===== src/rtl/pipe_stall_ctrl.sv =====
// rtl/pipe_stall_ctrl.sv - central stall/flush sequencer for the 5-stage 16-bit core
//
// Purpose: arbitrates hazard stalls, branch redirects, instruction/data memory
// waits and WB-stage halt into per-stage register enables, IF/ID flush, ID/EX
// bubble and fetch cancel. Tracks halt/error state and saturating perf counters.
//
// Ports:
//   clk, rst_n        core clock, asynchronous active-low reset
//   hazard_stall      ID-stage RAW stall request
//   branch_taken      redirect resolved in ID this cycle
//   imem_stall        fetched word not valid this cycle
//   dmem_stall        data memory access started / continuing
//   dmem_done         data memory access completes this cycle
//   halt_wb           HALT instruction in WB
//   pc_en, ifid_en, idex_en, exmem_en, memwb_en   stage register enables
//   ifid_flush        load NOP into IF/ID (always paired with ifid_en=1)
//   idex_bubble       load NOP into ID/EX
//   imem_cancel       abort outstanding fetch
//   halted, err       sticky halt / data memory timeout status
//   stall_cycles      cycles with pc_en=0 while running or waiting on dmem
//   flush_count       cycles with ifid_flush=1

module pipe_stall_ctrl #(
   parameter int MEM_TIMEOUT = 64,
   parameter int SCNT_W      = 16,
   parameter int FCNT_W      = 8
) (
   input  logic              clk,
   input  logic              rst_n,
   input  logic              hazard_stall,
   input  logic              branch_taken,
   input  logic              imem_stall,
   input  logic              dmem_stall,
   input  logic              dmem_done,
   input  logic              halt_wb,
   output logic              pc_en,
   output logic              ifid_en,
   output logic              ifid_flush,
   output logic              idex_en,
   output logic              idex_bubble,
   output logic              exmem_en,
   output logic              memwb_en,
   output logic              imem_cancel,
   output logic              halted,
   output logic              err,
   output logic [SCNT_W-1:0] stall_cycles,
   output logic [FCNT_W-1:0] flush_count
);

   localparam int TW = $clog2(MEM_TIMEOUT + 1);
   localparam logic [TW-1:0] TMAX = TW'(MEM_TIMEOUT);

   typedef enum logic [1:0] {
      S_RUN   = 2'd0,
      S_DWAIT = 2'd1,
      S_HALT  = 2'd2,
      S_ERR   = 2'd3
   } state_t;

   state_t        state;
   logic [TW-1:0] tcnt;

   assign halted = (state == S_HALT);
   assign err    = (state == S_ERR);

   // Combinational enables. Everything defaults to frozen, so reset, HALT,
   // ERR and the dmem freeze need no explicit branch.
   always_comb begin
      pc_en       = 1'b0;
      ifid_en     = 1'b0;
      ifid_flush  = 1'b0;
      idex_en     = 1'b0;
      idex_bubble = 1'b0;
      exmem_en    = 1'b0;
      memwb_en    = 1'b0;
      imem_cancel = 1'b0;
      if (rst_n) begin
         case (state)
            S_RUN: begin
               if (halt_wb) begin
                  // freeze everything; HALT next
               end else if (dmem_stall && !dmem_done) begin
                  // multi-cycle data access: whole pipe frozen
               end else if (hazard_stall) begin
                  // hold PC and IF/ID, inject a bubble; any concurrent
                  // branch is re-evaluated once the dependence clears
                  idex_bubble = 1'b1;
                  idex_en     = 1'b1;
                  exmem_en    = 1'b1;
                  memwb_en    = 1'b1;
               end else if (branch_taken) begin
                  pc_en       = 1'b1;
                  ifid_en     = 1'b1;
                  ifid_flush  = 1'b1;
                  idex_en     = 1'b1;
                  exmem_en    = 1'b1;
                  memwb_en    = 1'b1;
                  imem_cancel = imem_stall;
               end else if (imem_stall) begin
                  // no valid fetch word: hold PC, push a NOP into IF/ID
                  ifid_en     = 1'b1;
                  ifid_flush  = 1'b1;
                  idex_en     = 1'b1;
                  exmem_en    = 1'b1;
                  memwb_en    = 1'b1;
               end else begin
                  pc_en       = 1'b1;
                  ifid_en     = 1'b1;
                  idex_en     = 1'b1;
                  exmem_en    = 1'b1;
                  memwb_en    = 1'b1;
               end
            end
            S_DWAIT: begin
               // On completion the pipe advances unconditionally; the frozen
               // IF/ID re-presents any hazard/branch in the following cycle.
               if (dmem_done) begin
                  pc_en    = 1'b1;
                  ifid_en  = 1'b1;
                  idex_en  = 1'b1;
                  exmem_en = 1'b1;
                  memwb_en = 1'b1;
               end
            end
            default: begin
            end
         endcase
      end
   end

   always_ff @(posedge clk or negedge rst_n) begin
      if (!rst_n) begin
         state        <= S_RUN;
         tcnt         <= '0;
         stall_cycles <= '0;
         flush_count  <= '0;
      end else begin
         case (state)
            S_RUN: begin
               if (halt_wb) begin
                  state <= S_HALT;
               end else if (dmem_stall && !dmem_done) begin
                  // the entry cycle is the first stalled cycle
                  tcnt  <= TW'(1);
                  state <= S_DWAIT;
               end
            end
            S_DWAIT: begin
               // halt_wb is not looked at here: WB is frozen
               if (dmem_done) begin
                  tcnt  <= '0;
                  state <= S_RUN;
               end else if (tcnt == TMAX) begin
                  state <= S_ERR;
               end else begin
                  tcnt <= tcnt + TW'(1);
               end
            end
            default: begin
               // HALT and ERR are absorbing until reset
            end
         endcase

         if ((state == S_RUN || state == S_DWAIT) && !pc_en && (stall_cycles != '1))
            stall_cycles <= stall_cycles + SCNT_W'(1);
         if (ifid_flush && (flush_count != '1))
            flush_count <= flush_count + FCNT_W'(1);
      end
   end

endmodule


===== config.mk =====
export PLATFORM = sky130hd
export DESIGN_NAME = pipe_stall_ctrl
export DESIGN_NICKNAME = d
export VERILOG_FILES = /design/src/rtl/pipe_stall_ctrl.sv
export SDC_FILE = /design/constraint.sdc
export NUM_CORES = 1
export LEC_CHECK = 0
export BUFFER_PORTS_ARGS = -buffer_cell sky130_fd_sc_hd__buf_4
export CORE_MARGIN = 2
export CORE_UTILIZATION = 35
export DETAILED_ROUTE_END_ITERATION = 7
export PLACE_DENSITY = 0.59
export SLEW_MARGIN = 20
export SYNTH_ARGS = -nofsm -noshare
export SYNTH_HDL_FRONTEND = slang
export SYNTH_SLANG_ARGS = --single-unit

===== constraint.sdc =====
create_clock -name clk -period 3.4 [get_ports clk]
set_input_delay 0 -clock clk [delete_from_list [all_inputs] [get_ports clk]]
set_output_delay 0 -clock clk [all_outputs]
set_load 0.01 [all_outputs]

## Yosys cells after proc, flatten, opt, wreduce, memory -nomap -nowiden

Index checks and enable logic that the tools add are counted.

- Output and inout port bits: 34
- Register bits after elaboration: 33

- Add/sub/neg operators: 3
- Reductions and logical operators: 11
- Multiplexer cells: 45
- Equal/unequal tests: 11

Operator list:

| cell | number |
|---|---|
| $mux 1 | 32 |
| $mux 7 | 4 |
| $add 16x1->16 const B | 1 |
| $ne 16x16->1 const B | 1 |
| $pmux 7 s2 | 1 |
| $ne 3x3->1 const B | 3 |
| $add 8x1->8 const B | 1 |
| $mux 2 | 4 |
| $ne 8x8->1 const B | 1 |
| $add 7x1->7 const B | 1 |
| $eq 7x7->1 const B | 1 |
| $pmux 1 s2 | 3 |
| $eq 2x2->1 const B | 2 |
| $logic_and 1x1->1 | 4 |
| $ne 2x2->1 const B | 2 |
| $pmux 2 s2 | 1 |
| $reduce_and 4->1 | 1 |
| $reduce_and 3->1 | 1 |
| $eq 2x1->1 const B | 1 |
| $logic_not 1->1 | 2 |
| $logic_not 2->1 | 1 |
| $reduce_bool 2->1 | 1 |
| $logic_or 1x1->1 | 1 |

## Logic depth before layout (Yosys ltp)

Gate-level depths: netlist (run 1).

- Depth after elaboration: 10
- Depth in mapped cells: 7
- Gate-level depth less buffers: 6

## Worst setup path after synthesis (run 1)

Ideal clock, no wire load.

- Path kind: register to register
- Start: register state[1]
- End: register flush_count[1]
- Stages on the path, launching flop included: 5
- Data arrival time: 1.846 ns
- Library setup time: 0.125 ns
- Required time: 3.275 ns
- Buffers on the path: 0
- Period minus slack after synthesis: 1.971 ns
- Slack: 1.429 ns
- Path through: dfrtp_1 > or4b_4 > nor4_4 > o21a_4 > mux2_2

- Word-level cells in the longest chain between the ends: 4

Ends and longest elaborated chain:

| item | RTL line | source |
|---|---|---|
| start, declared | 60 | `state_t state;` |
| start signal, assigned | 133 | `state <= S_RUN;` |
| start signal, assigned | 141 | `state <= S_HALT;` |
| start signal, assigned | 145 | `state <= S_DWAIT;` |
| $logic_not 2->1 | 78 | `case (state)` |
| $mux 1 | 78 |  |
| $mux 1 | 77 | `if (rst_n) begin` |
| via ifid_flush | 38 | `output logic ifid_flush,` |
| $logic_and 1x1->1 | 166 | `if (ifid_flush && (flush_count != '1))` |
| end signal, assigned | 167 | `flush_count <= flush_count + FCNT_W'(1);` |
| end, declared | 47 | `output logic [FCNT_W-1:0] flush_count` |

The timed path passes the listed nets, and every way through them passes these cells.
A chain may end at the register's enable or synchronous reset.

## Worst setup path after layout (run 1)

- Start: input port rst_n
- End: register flush_count[1]

- Word-level cells in the longest chain between the ends: 2

Ends and longest elaborated chain:

| item | RTL line | source |
|---|---|---|
| start, declared | 29 | `input logic rst_n,` |
| $mux 1 | 77 |  |
| $logic_and 1x1->1 | 166 |  |

Every way passes these cells.

==> results of run 1 <==
## logic make-up after synthesis
kind of cell             count (synthesis)  share of synthesized area [%]
XOR/XNOR                                26                           12.9
AO/OA/AOI/OAI                           20                           9.08
adder cells (fa/ha/maj)                  4                           2.84
multiplexers                             2                           1.28
buffers and inverters                   13                           3.26
flip-flops                              33                           46.8
AND/OR/NAND/NOR                         75                           23.8
## final cells by class
class                      count  area, um^2
clock inverter                 1        30.0
tap                           67        83.8
clock buffer                   7        86.3
inverter                       9        33.8
sequential                    33         826
multi-input combinational    127         881
fill                         480        2520
timing repair buffer          43         328
## power by group
| group | total, mW | internal (mW) | switching (mW) | leakage, nW |
|---|---|---|---|---|
| sequential | 0.415 | 0.401 | 0.0140 | 0.427 |
| combinational | 0.0657 | 0.0315 | 0.0342 | 0.579 |
| clock | 0.383 | 0.239 | 0.144 | 0.0585 |
| total | 0.864 | 0.672 | 0.193 | 1.06 |
## final timing paths
check,end,cells past startpoint
hold / removal,state[0],3
hold reg to reg,flush_count[4],1
setup reg to reg,flush_count[1],4
setup / recovery,flush_count[1],6
max in group asynchronous,stall_cycles[10],2
min in group asynchronous,flush_count[7],2
## registers in the layout (all words and copies together), names as in the netlist
register and count:
stall_cycles 16, flush_count 8, state 2, tcnt 7
## placed cells by master (no fill, tap or decap), types with 2 or more instances in the layout
cell | netlist | final
nor3_1 | 6 | 6
and3_1 | 6 | 6
ha_1 | 4 | 4
mux2_2 | 2 | 2
o21bai_1 | 2 | 2
and2_1 | 2 | 2
buf_4 | 2 | 41
nand3_1 | 6 | 6
nand2_1 | 13 | 13
clkbuf_8 | 0 | 6
nor2b_1 | 2 | 2
and4_1 | 2 | 2
o21ai_0 | 2 | 2
dlygate4sd3_1 | 0 | 2
xor2_1 | 15 | 15
nor3b_1 | 2 | 2
nand4_1 | 11 | 11
a32o_1 | 2 | 2
o2111ai_1 | 3 | 3
nor2_1 | 15 | 15
inv_1 | 9 | 9
xnor2_1 | 11 | 11
dfrtp_1 | 33 | 33
nand2b_1 | 2 | 2
a21oi_1 | 3 | 3
nor4_1 | 3 | 3
## timing repair
action,in CTS,in global routing
hold buffers,2,0
endpoints found under the hold margin,34,0
endpoints found under the setup margin,0,0
resized for setup,0,0
## through the flow
stage / cells / hold WS [ps]
after detailed placement: 277 / -17.3
final: 287 / 54.2
after global placement: 277 / -20.2
after floorplan: 173 / -296
after global routing: 287 / 73.4
after CTS: 287 / 46.8
## metal layers
metal  vias up  part of all wire (%)  track usage (%)
met5         -                     0                0
met4         0                   1.4             5.36
met3         6                   4.6             4.02
met2        23                    47             22.8
met1       668                    47             18.1
li1        713                     -                -
## worst register-to-register path, delay by kind of cell, from the launching register on
family           cells  cell delay, ps
AND/OR/NAND/NOR      2             860
multiplexers         1             330
AO/OA/AOI/OAI        1             220
flip-flops           1             480
==> results.py, run 1 <==
metrics = {
    "synthesis": {
        "ys_ff_latch": 33,
        "synth_cell_types": 39,
        "syn_inst": 173,
        "yosysMostFrequentCell": "dfrtp_1",
        "avgSynthCellArea_um2": 10.2,
        "synthFlopType": "dfrtp_1",
        "synth_largest_area_cell": "dfrtp_1",
        "synth-edff-count": 0,
        "netlist_area_um2": 1760,
        "ys_warn_count": 0,
        "netlist_top_cells_area": "dfrtp_1 (47%), xor2_1 (7.4%), xnor2_1 (5.5%), nand4_1 (3.9%), nor2_1 (3.2%)",
        "synth_top_area_share_pct": 46.8,
        "synthTopCellsByCount": "dfrtp_1 (33), nor2_1 (15), xor2_1 (15), nand2_1 (13)",
        "synth_nets": 185,
        "async_flop_share_pct": 100,
        "seq_area_frac_synth_pct": 46.8,
    },
    "sta": {
        "hold_viol_final": 0,
        "clock_skew_ps": 3.44,
        "slew_violations": 0,
        "period_share_pct": 64.1,
        "fmax_ghz": 0.459,
        "rsz0062_at_grt": "false",
        "setup_viol": 0,
        "final.min_clock_period_ps": 2180,
        "layout_setup_ws_ps": 1220,
        "worstMarginPinSlew_ps": 525,
        "slew_headroom_pct": 64.8,
        "fin_setup_tns_ps": 0,
    },
    "place": {
        "io_buffer_count": 41,
        "dpl.hpwl_mm": 2.65,
        "dpl-instance-area_um2": 2130,
        "pre_cts_slack_ps": 1400,
        "place_congestion": 0.741,
    },
    "setup_path": {
        "rr_startpoint": "state[0]",
        "start_kind": "primary input",
        "path_class": "in -> reg",
        "rrSetupSlack_ps": 1400,
        "slowest_stage": "or4b_4",
        "path_buf_inv": 2,
        "cp.required_ps": 3570,
        "startpoint": "rst_n",
        "slowest_delay_ps": 540,
        "cp-end-kind": "register",
        "crit_fanout": 36,
        "critPathTopFamily": "buffers and inverters",
        "path_cells": "dlygate4sd3_1, buf_4, or4b_4, nor4_4, o21a_4, mux2_2",
        "cp.arrival_ps": 2350,
    },
    "grt": {
        "grt_max_degree": 37,
        "grt_use_total_pct": 14.2,
        "antenna_found_initial": 0,
        "overflow": 0,
        "grt_first_pass_wirelength_mm": 6.06,
        "grt_pass1_vias": 1375,
    },
    "detailed_routing": {
        "via_per_inst": 4.91,
        "routed-via-count": 1410,
        "drcViolationCount": 0,
        "drt-pass1-iter-count": 4,
        "postRouteWirelength_mm": 3.55,
        "routedWlPerCell_um": 12.4,
        "initialDrtViolationCount": 84,
        "ant_nets": 0,
    },
    "finish": {
        "drive_above_1_share_pct": 24.5,
        "nets": 231,
        "fin_util_pct": 47.4,
        "diodes": 0,
        "area_growth_pct": 28.6,
        "design_area_um2": 2270,
    },
    "floorplanning": {
        "start_util_pct": 36.9,
        "die-height_um": 75.0,
        "ios": 42,
        "core.rowCount": 25,
        "die_w_um": 75.0,
        "die_area_um2": 5620,
        "core_um2": 4790,
    },
    "power_and_ir_drop": {
        "power_density_nw_per_um2": 381,
        "power_uw": 864,
        "p_leak_nw": 1.06,
        "peakVddDrop_uv": 167,
    },
    "clock_tree": {
        "clk_pin_slew_ps": 70,
        "cts-root-buf": "clkbuf_8",
        "clock_path_buffers": 2,
        "clk_latency_ps": 280,
        "htreeDepth": 2,
        "clkSinkCount": 33,
        "cts_setup_buffers": 0,
        "cts_tree": "yes",
        "cts_buffers": 5,
    },
    "outcome": {
        "status": "finished clean",
    },
    "worst_hold_path": {
        "min_from": "dmem_stall",
        "hp-class": "in -> reg",
    },
    "flow_run": {
        "cap_violations": 0,
    },
}
No activity file was read; power rests on OpenSTA's default activity.
==> run 2: changes to the inputs <==
==> constraint.sdc (replaced) <==
create_clock -name clk -period 2.19 [get_ports clk]
set_input_delay 0 -clock clk [delete_from_list [all_inputs] [get_ports clk]]
set_output_delay 0 -clock clk [all_outputs]
set_load 0.01 [all_outputs]
==> results.py, run 2 (same netlist as run 1, synthesis figures left out) <==
metrics = {
    "outcome": {
        "status": "finished clean",
    },
    "setup_path": {
        "rrSetupSlack_ps": 220,
        "rr_worst_depth": 4,
        "crit_fanout": 7,
        "rr_startpoint": "state[1]",
        "r2r-end": "flush_count[1]",
        "cp-end-kind": "register",
        "path_class": "reg -> reg",
        "cp.arrival_ps": 2140,
        "path_cells": "or4b_4, nor4_4, o21a_4, mux2_2",
        "slowest_delay_ps": 550,
        "slowest_stage": "or4b_4",
        "cp.required_ps": 2360,
        "start_kind": "register",
    },
    "grt": {
        "grt_first_pass_wirelength_mm": 5.79,
        "met1_usage_pct": 18.2,
        "overflow": 0,
        "antenna_found_initial": 0,
        "grt_util_met2_pct": 21.2,
        "top_usage_layer": "met2",
        "use_met3_pct": 3.61,
        "grt_use_total_pct": 13.8,
        "grt_pass1_vias": 1295,
        "grt_max_degree": 35,
    },
    "power_and_ir_drop": {
        "peakVddDrop_uv": 332,
        "switching_power_uw": 296,
        "seq_power_share_pct": 51.2,
        "clock_power_share_pct": 40.1,
        "p_leak_nw": 1.07,
        "power_density_nw_per_um2": 554,
        "p_int_uw": 960,
        "power.share.switching_pct": 23.6,
        "p_comb_share_pct": 8.7,
        "power_mw": 1.26,
    },
    "place": {
        "place_congestion": 0.804,
        "dpl.hpwl_mm": 2.66,
        "io_buffer_count": 41,
    },
    "sta": {
        "fmax_ghz": 0.508,
        "setup_viol": 0,
        "rsz0062_at_grt": "false",
        "period_share_pct": 89.9,
        "slew_violations": 0,
        "fin_setup_tns_ps": 0,
        "worstMarginPinSlew_ps": 513,
        "final.min_clock_period_ps": 1970,
        "hold_viol_final": 0,
        "slew_headroom_pct": 65.5,
        "clock_skew_ps": 5.30,
    },
    "detailed_routing": {
        "initialDrtViolationCount": 66,
        "postRouteWirelength_mm": 3.56,
        "routedWlPerCell_um": 12.3,
        "ant_nets": 0,
        "drcViolationCount": 0,
        "routed-via-count": 1410,
        "drt-pass1-iter-count": 4,
        "via_per_inst": 4.88,
    },
    "finish": {
        "fill_cells": 457,
        "diodes": 0,
        "largest_reg_flops": 16,
        "final_cell_mix": "buf_4 (43), dfrtp_1 (33), nor2_1 (15), xor2_1 (15), nand2_1 (13)",
        "largest_registers": "stall_cycles x16, flush_count x8, tcnt x7",
        "area_growth_pct": 28.6,
        "drive_above_1_share_pct": 25.7,
        "nets": 233,
        "top_register": "stall_cycles",
        "layout_commonest_cell": "buf_4",
    },
    "floorplanning": {
        "start_util_pct": 36.9,
        "core_um2": 4790,
        "die_area_um2": 5620,
        "core.rowCount": 25,
        "die_w_um": 75.0,
        "die-height_um": 75.0,
        "ios": 42,
    },
    "worst_hold_path": {
        "min_from": "dmem_stall",
        "hp-class": "in -> reg",
        "min_to": "state[0]",
        "hold_path_depth": 3,
    },
    "clock_tree": {
        "cts_setup_buffers": 0,
        "cts_tree": "yes",
        "cts_hold_buffers": 2,
        "htreeDepth": 2,
        "clock_path_buffers": 2,
        "clk_latency_ps": 280,
        "cts-root-buf": "clkbuf_8",
        "cts_buffers": 5,
        "clkSinkCount": 33,
        "post_cts_resize_count": 0,
        "clk_pin_slew_ps": 70,
    },
    "flow_run": {
        "cap_violations": 0,
    },
}
[run 2: cell types whose count changed in the layout (fill, tap and decap cells not counted)]
cell       delta
clkbuf_1      -1
clkinv_2      +1
clkbuf_8      +1
bufinv_16     -1
buf_4         +2
[run 2: cell type report]
cell class,instances,area (um^2),area share (%)
clock buffers,7,96.3,4.25
clock inverters,1,5.00,0.221
inverters,9,33.8,1.49
multi-input cells,127,881,38.8
flip-flops and latches,33,826,36.4
well taps,67,83.8,3.70
repair buffers,45,343,15.1
[run 2: how the worst max path moves through the flow]
stage,startpoint,endpoint,slack (ps)
floorplan,state[1],flush_count[1],220
global placement,state[1],flush_count[1],250
detailed placement,state[1],flush_count[1],210
CTS,state[1],flush_count[1],200
global route,state[1],flush_count[1],140
finish,state[1],flush_count[1],220
[run 2: power by group through the flow]
| stage | sequential [mW] | combinational [mW] | clock, mW |
|---|---|---|---|
| floorplan | 0.656 | 0.0416 | 0 |
| detailed placement | 0.655 | 0.108 | 0 |
| finish | 0.643 | 0.109 | 0.504 |
| global route | 0.647 | 0.122 | 0.546 |
| global placement | 0.656 | 0.107 | 0 |
| CTS | 0.643 | 0.111 | 0.526 |
[run 2: per-stage QoR]
| stage | hold slack [ps] | worst slack (ps) | instance area [um^2] | cells | utilization [%] |
|---|---|---|---|---|---|
| CTS | 33.9 | 203 | 2270 | 289 | 47.4 |
| global placement | 94.6 | 250 | 2150 | 279 | 44.9 |
| finish | 41.8 | 222 | 2270 | 289 | 47.4 |
| detailed placement | 95.9 | 213 | 2150 | 279 | 44.9 |
| floorplan | -296 | 219 | 1760 | 173 | - |
| global route | 76.8 | 138 | 2270 | 289 | 47.4 |
[run 2: worst max-delay path: cells and delay by family (launching register included)]
family           cells  cell delay, ps
flip-flops           1             430
AND/OR/NAND/NOR      2             880
AO/OA/AOI/OAI        1             220
multiplexers         1             330
[run 2: routing by layer]
layer,up-vias,part of all wire (%)
li1,713,-
met5,-,0
met1,671,49
met4,0,1.1
met2,22,47
met3,4,3.4
==> run 3: changes to the inputs <==
--- a/config.mk
+++ b/config.mk
@@ -6,10 +6,12 @@
 export NUM_CORES = 1
 export LEC_CHECK = 0
 export BUFFER_PORTS_ARGS = -buffer_cell sky130_fd_sc_hd__buf_4
+export CELL_PAD_IN_SITES_DETAIL_PLACEMENT = 1
+export CELL_PAD_IN_SITES_GLOBAL_PLACEMENT = 1
 export CORE_MARGIN = 2
 export CORE_UTILIZATION = 35
 export DETAILED_ROUTE_END_ITERATION = 7
-export PLACE_DENSITY = 0.59
+export PLACE_DENSITY = 0.73
 export SLEW_MARGIN = 20
 export SYNTH_ARGS = -nofsm -noshare
 export SYNTH_HDL_FRONTEND = slang
==> results.py, run 3 (same netlist as run 1, synthesis figures left out) <==
metrics = {
    "power_and_ir_drop": {
        "p_leak_nw": 1.06,
        "power_mw": 1.18,
        "power_density_nw_per_um2": 523,
        "peakVddDrop_uv": 349,
    },
    "clock_tree": {
        "cts_buffers": 5,
        "clock_path_buffers": 2,
        "htreeDepth": 2,
        "clkSinkCount": 33,
        "post_cts_resize_count": 0,
        "cts-root-buf": "clkbuf_8",
        "cts_tree": "yes",
        "clk_pin_slew_ps": 60,
        "clk_latency_ps": 280,
    },
    "sta": {
        "clock_skew_ps": 6.53,
        "rsz0062_at_grt": "false",
        "worstMarginPinSlew_ps": 395,
        "fmax_ghz": 0.491,
        "fin_setup_tns_ps": 0,
        "period_share_pct": 93.0,
        "layout_setup_ws_ps": 152,
        "slew_headroom_pct": 73.6,
        "hold_ws_ps": 60.1,
        "hold_viol_final": 0,
        "slew_violations": 0,
        "final.min_clock_period_ps": 2040,
        "setup_viol": 0,
    },
    "floorplanning": {
        "ios": 42,
        "core_um2": 4790,
        "core.rowCount": 25,
        "die-height_um": 75.0,
        "start_util_pct": 36.9,
        "die_w_um": 75.0,
        "die_area_um2": 5620,
    },
    "flow_run": {
        "cap_violations": 0,
    },
    "finish": {
        "fill_cells": 554,
        "layout_commonest_cell": "buf_4",
        "diodes": 0,
        "fin_util_pct": 47.0,
        "final_cell_mix": "buf_4 (44), dfrtp_1 (33), nor2_1 (15), xor2_1 (15), nand2_1 (13)",
        "largest_reg_flops": 16,
        "instances_no_fill": 288,
        "top_register": "stall_cycles",
        "area_growth_pct": 27.4,
        "nets": 234,
        "largest_registers": "stall_cycles x16, flush_count x8, tcnt x7",
        "drive_above_1_share_pct": 25.3,
        "design_area_um2": 2250,
    },
    "detailed_routing": {
        "routed-via-count": 1460,
        "via_per_inst": 5.07,
        "routedWlPerCell_um": 14.6,
        "initialDrtViolationCount": 36,
        "ant_nets": 0,
        "drt-pass1-iter-count": 4,
        "postRouteWirelength_mm": 4.22,
        "drcViolationCount": 0,
    },
    "grt": {
        "grt_pass1_vias": 1426,
        "grt_use_total_pct": 16.8,
        "antenna_found_initial": 0,
        "grt_max_degree": 20,
        "overflow": 0,
        "grt_first_pass_wirelength_mm": 7.16,
    },
    "place": {
        "io_buffer_count": 41,
        "dp.cells": 280,
        "place_congestion": 0.760,
        "dpl.hpwl_mm": 3.19,
        "pre_cts_slack_ps": 198,
        "dpl-instance-area_um2": 2150,
    },
    "worst_hold_path": {
        "hp-class": "in -> reg",
        "min_from": "dmem_stall",
    },
    "setup_path": {
        "crit_fanout": 19,
        "crit_end": "flush_count[1]",
        "cp-end-kind": "register",
        "cp.arrival_ps": 2200,
        "cp.required_ps": 2360,
        "startpoint": "rst_n",
        "rr_worst_depth": 4,
        "start_kind": "primary input",
        "r2r-end": "flush_count[1]",
        "rrSetupSlack_ps": 200,
        "rr_startpoint": "state[0]",
        "path_class": "in -> reg",
    },
    "outcome": {
        "status": "finished clean",
    },
}
run 3: cell types whose count changed in the layout (fill, tap and decap cells not counted):
cell	change
buf_4	+1
clkbuf_8	-2
run 3: layout make-up:
cell class / count / area, um^2 / share of cell area (%)
repair buffers: 46 / 350 / 15.6
inverters: 9 / 33.8 / 1.50
clock inverters: 1 / 5.00 / 0.223
multi-input cells: 127 / 881 / 39.2
flip-flops and latches: 33 / 826 / 36.7
clock buffers: 5 / 68.8 / 3.06
well taps: 67 / 83.8 / 3.73
run 3: how the worst min path moves through the flow:
stage               depth (start not counted)             end
finish                                      3        state[0]
global route                                3        state[0]
CTS                                         3        state[0]
detailed placement                          1         tcnt[1]
global placement                            1         tcnt[3]
floorplan                                   0  flush_count[0]
run 3: what timing repair did:
item                                   4_1_cts  5_1_grt
buffers inserted                             0        0
endpoints found under the hold margin       34        0
hold buffers                                 2        0
run 3: critical path, stage by stage:
cell           delay [ps]
dlygate4sd3_1         530
buf_4                 260
or4b_4                520
nor4_4                340
o21a_4                220
mux2_2                330
run 3: per-layer routing:
| metal | GRT usage [%] | up-vias | part of all wire (%) |
|---|---|---|---|
| met1 | 23.2 | 712 | 47 |
| met4 | 2.98 | 0 | 0.62 |
| met5 | 0 | - | 0 |
| met3 | 4.82 | 5 | 5.0 |
| li1 | - | 711 | - |
| met2 | 26.6 | 32 | 47 |
run 3: power breakdown:
group          switching, mW  total [mW]  internal (mW)  leakage, nW
logic                 0.0587       0.111         0.0525        0.594
registers             0.0222       0.646          0.624        0.427
clock network          0.211       0.420          0.209       0.0399
total                  0.292        1.18          0.885         1.06
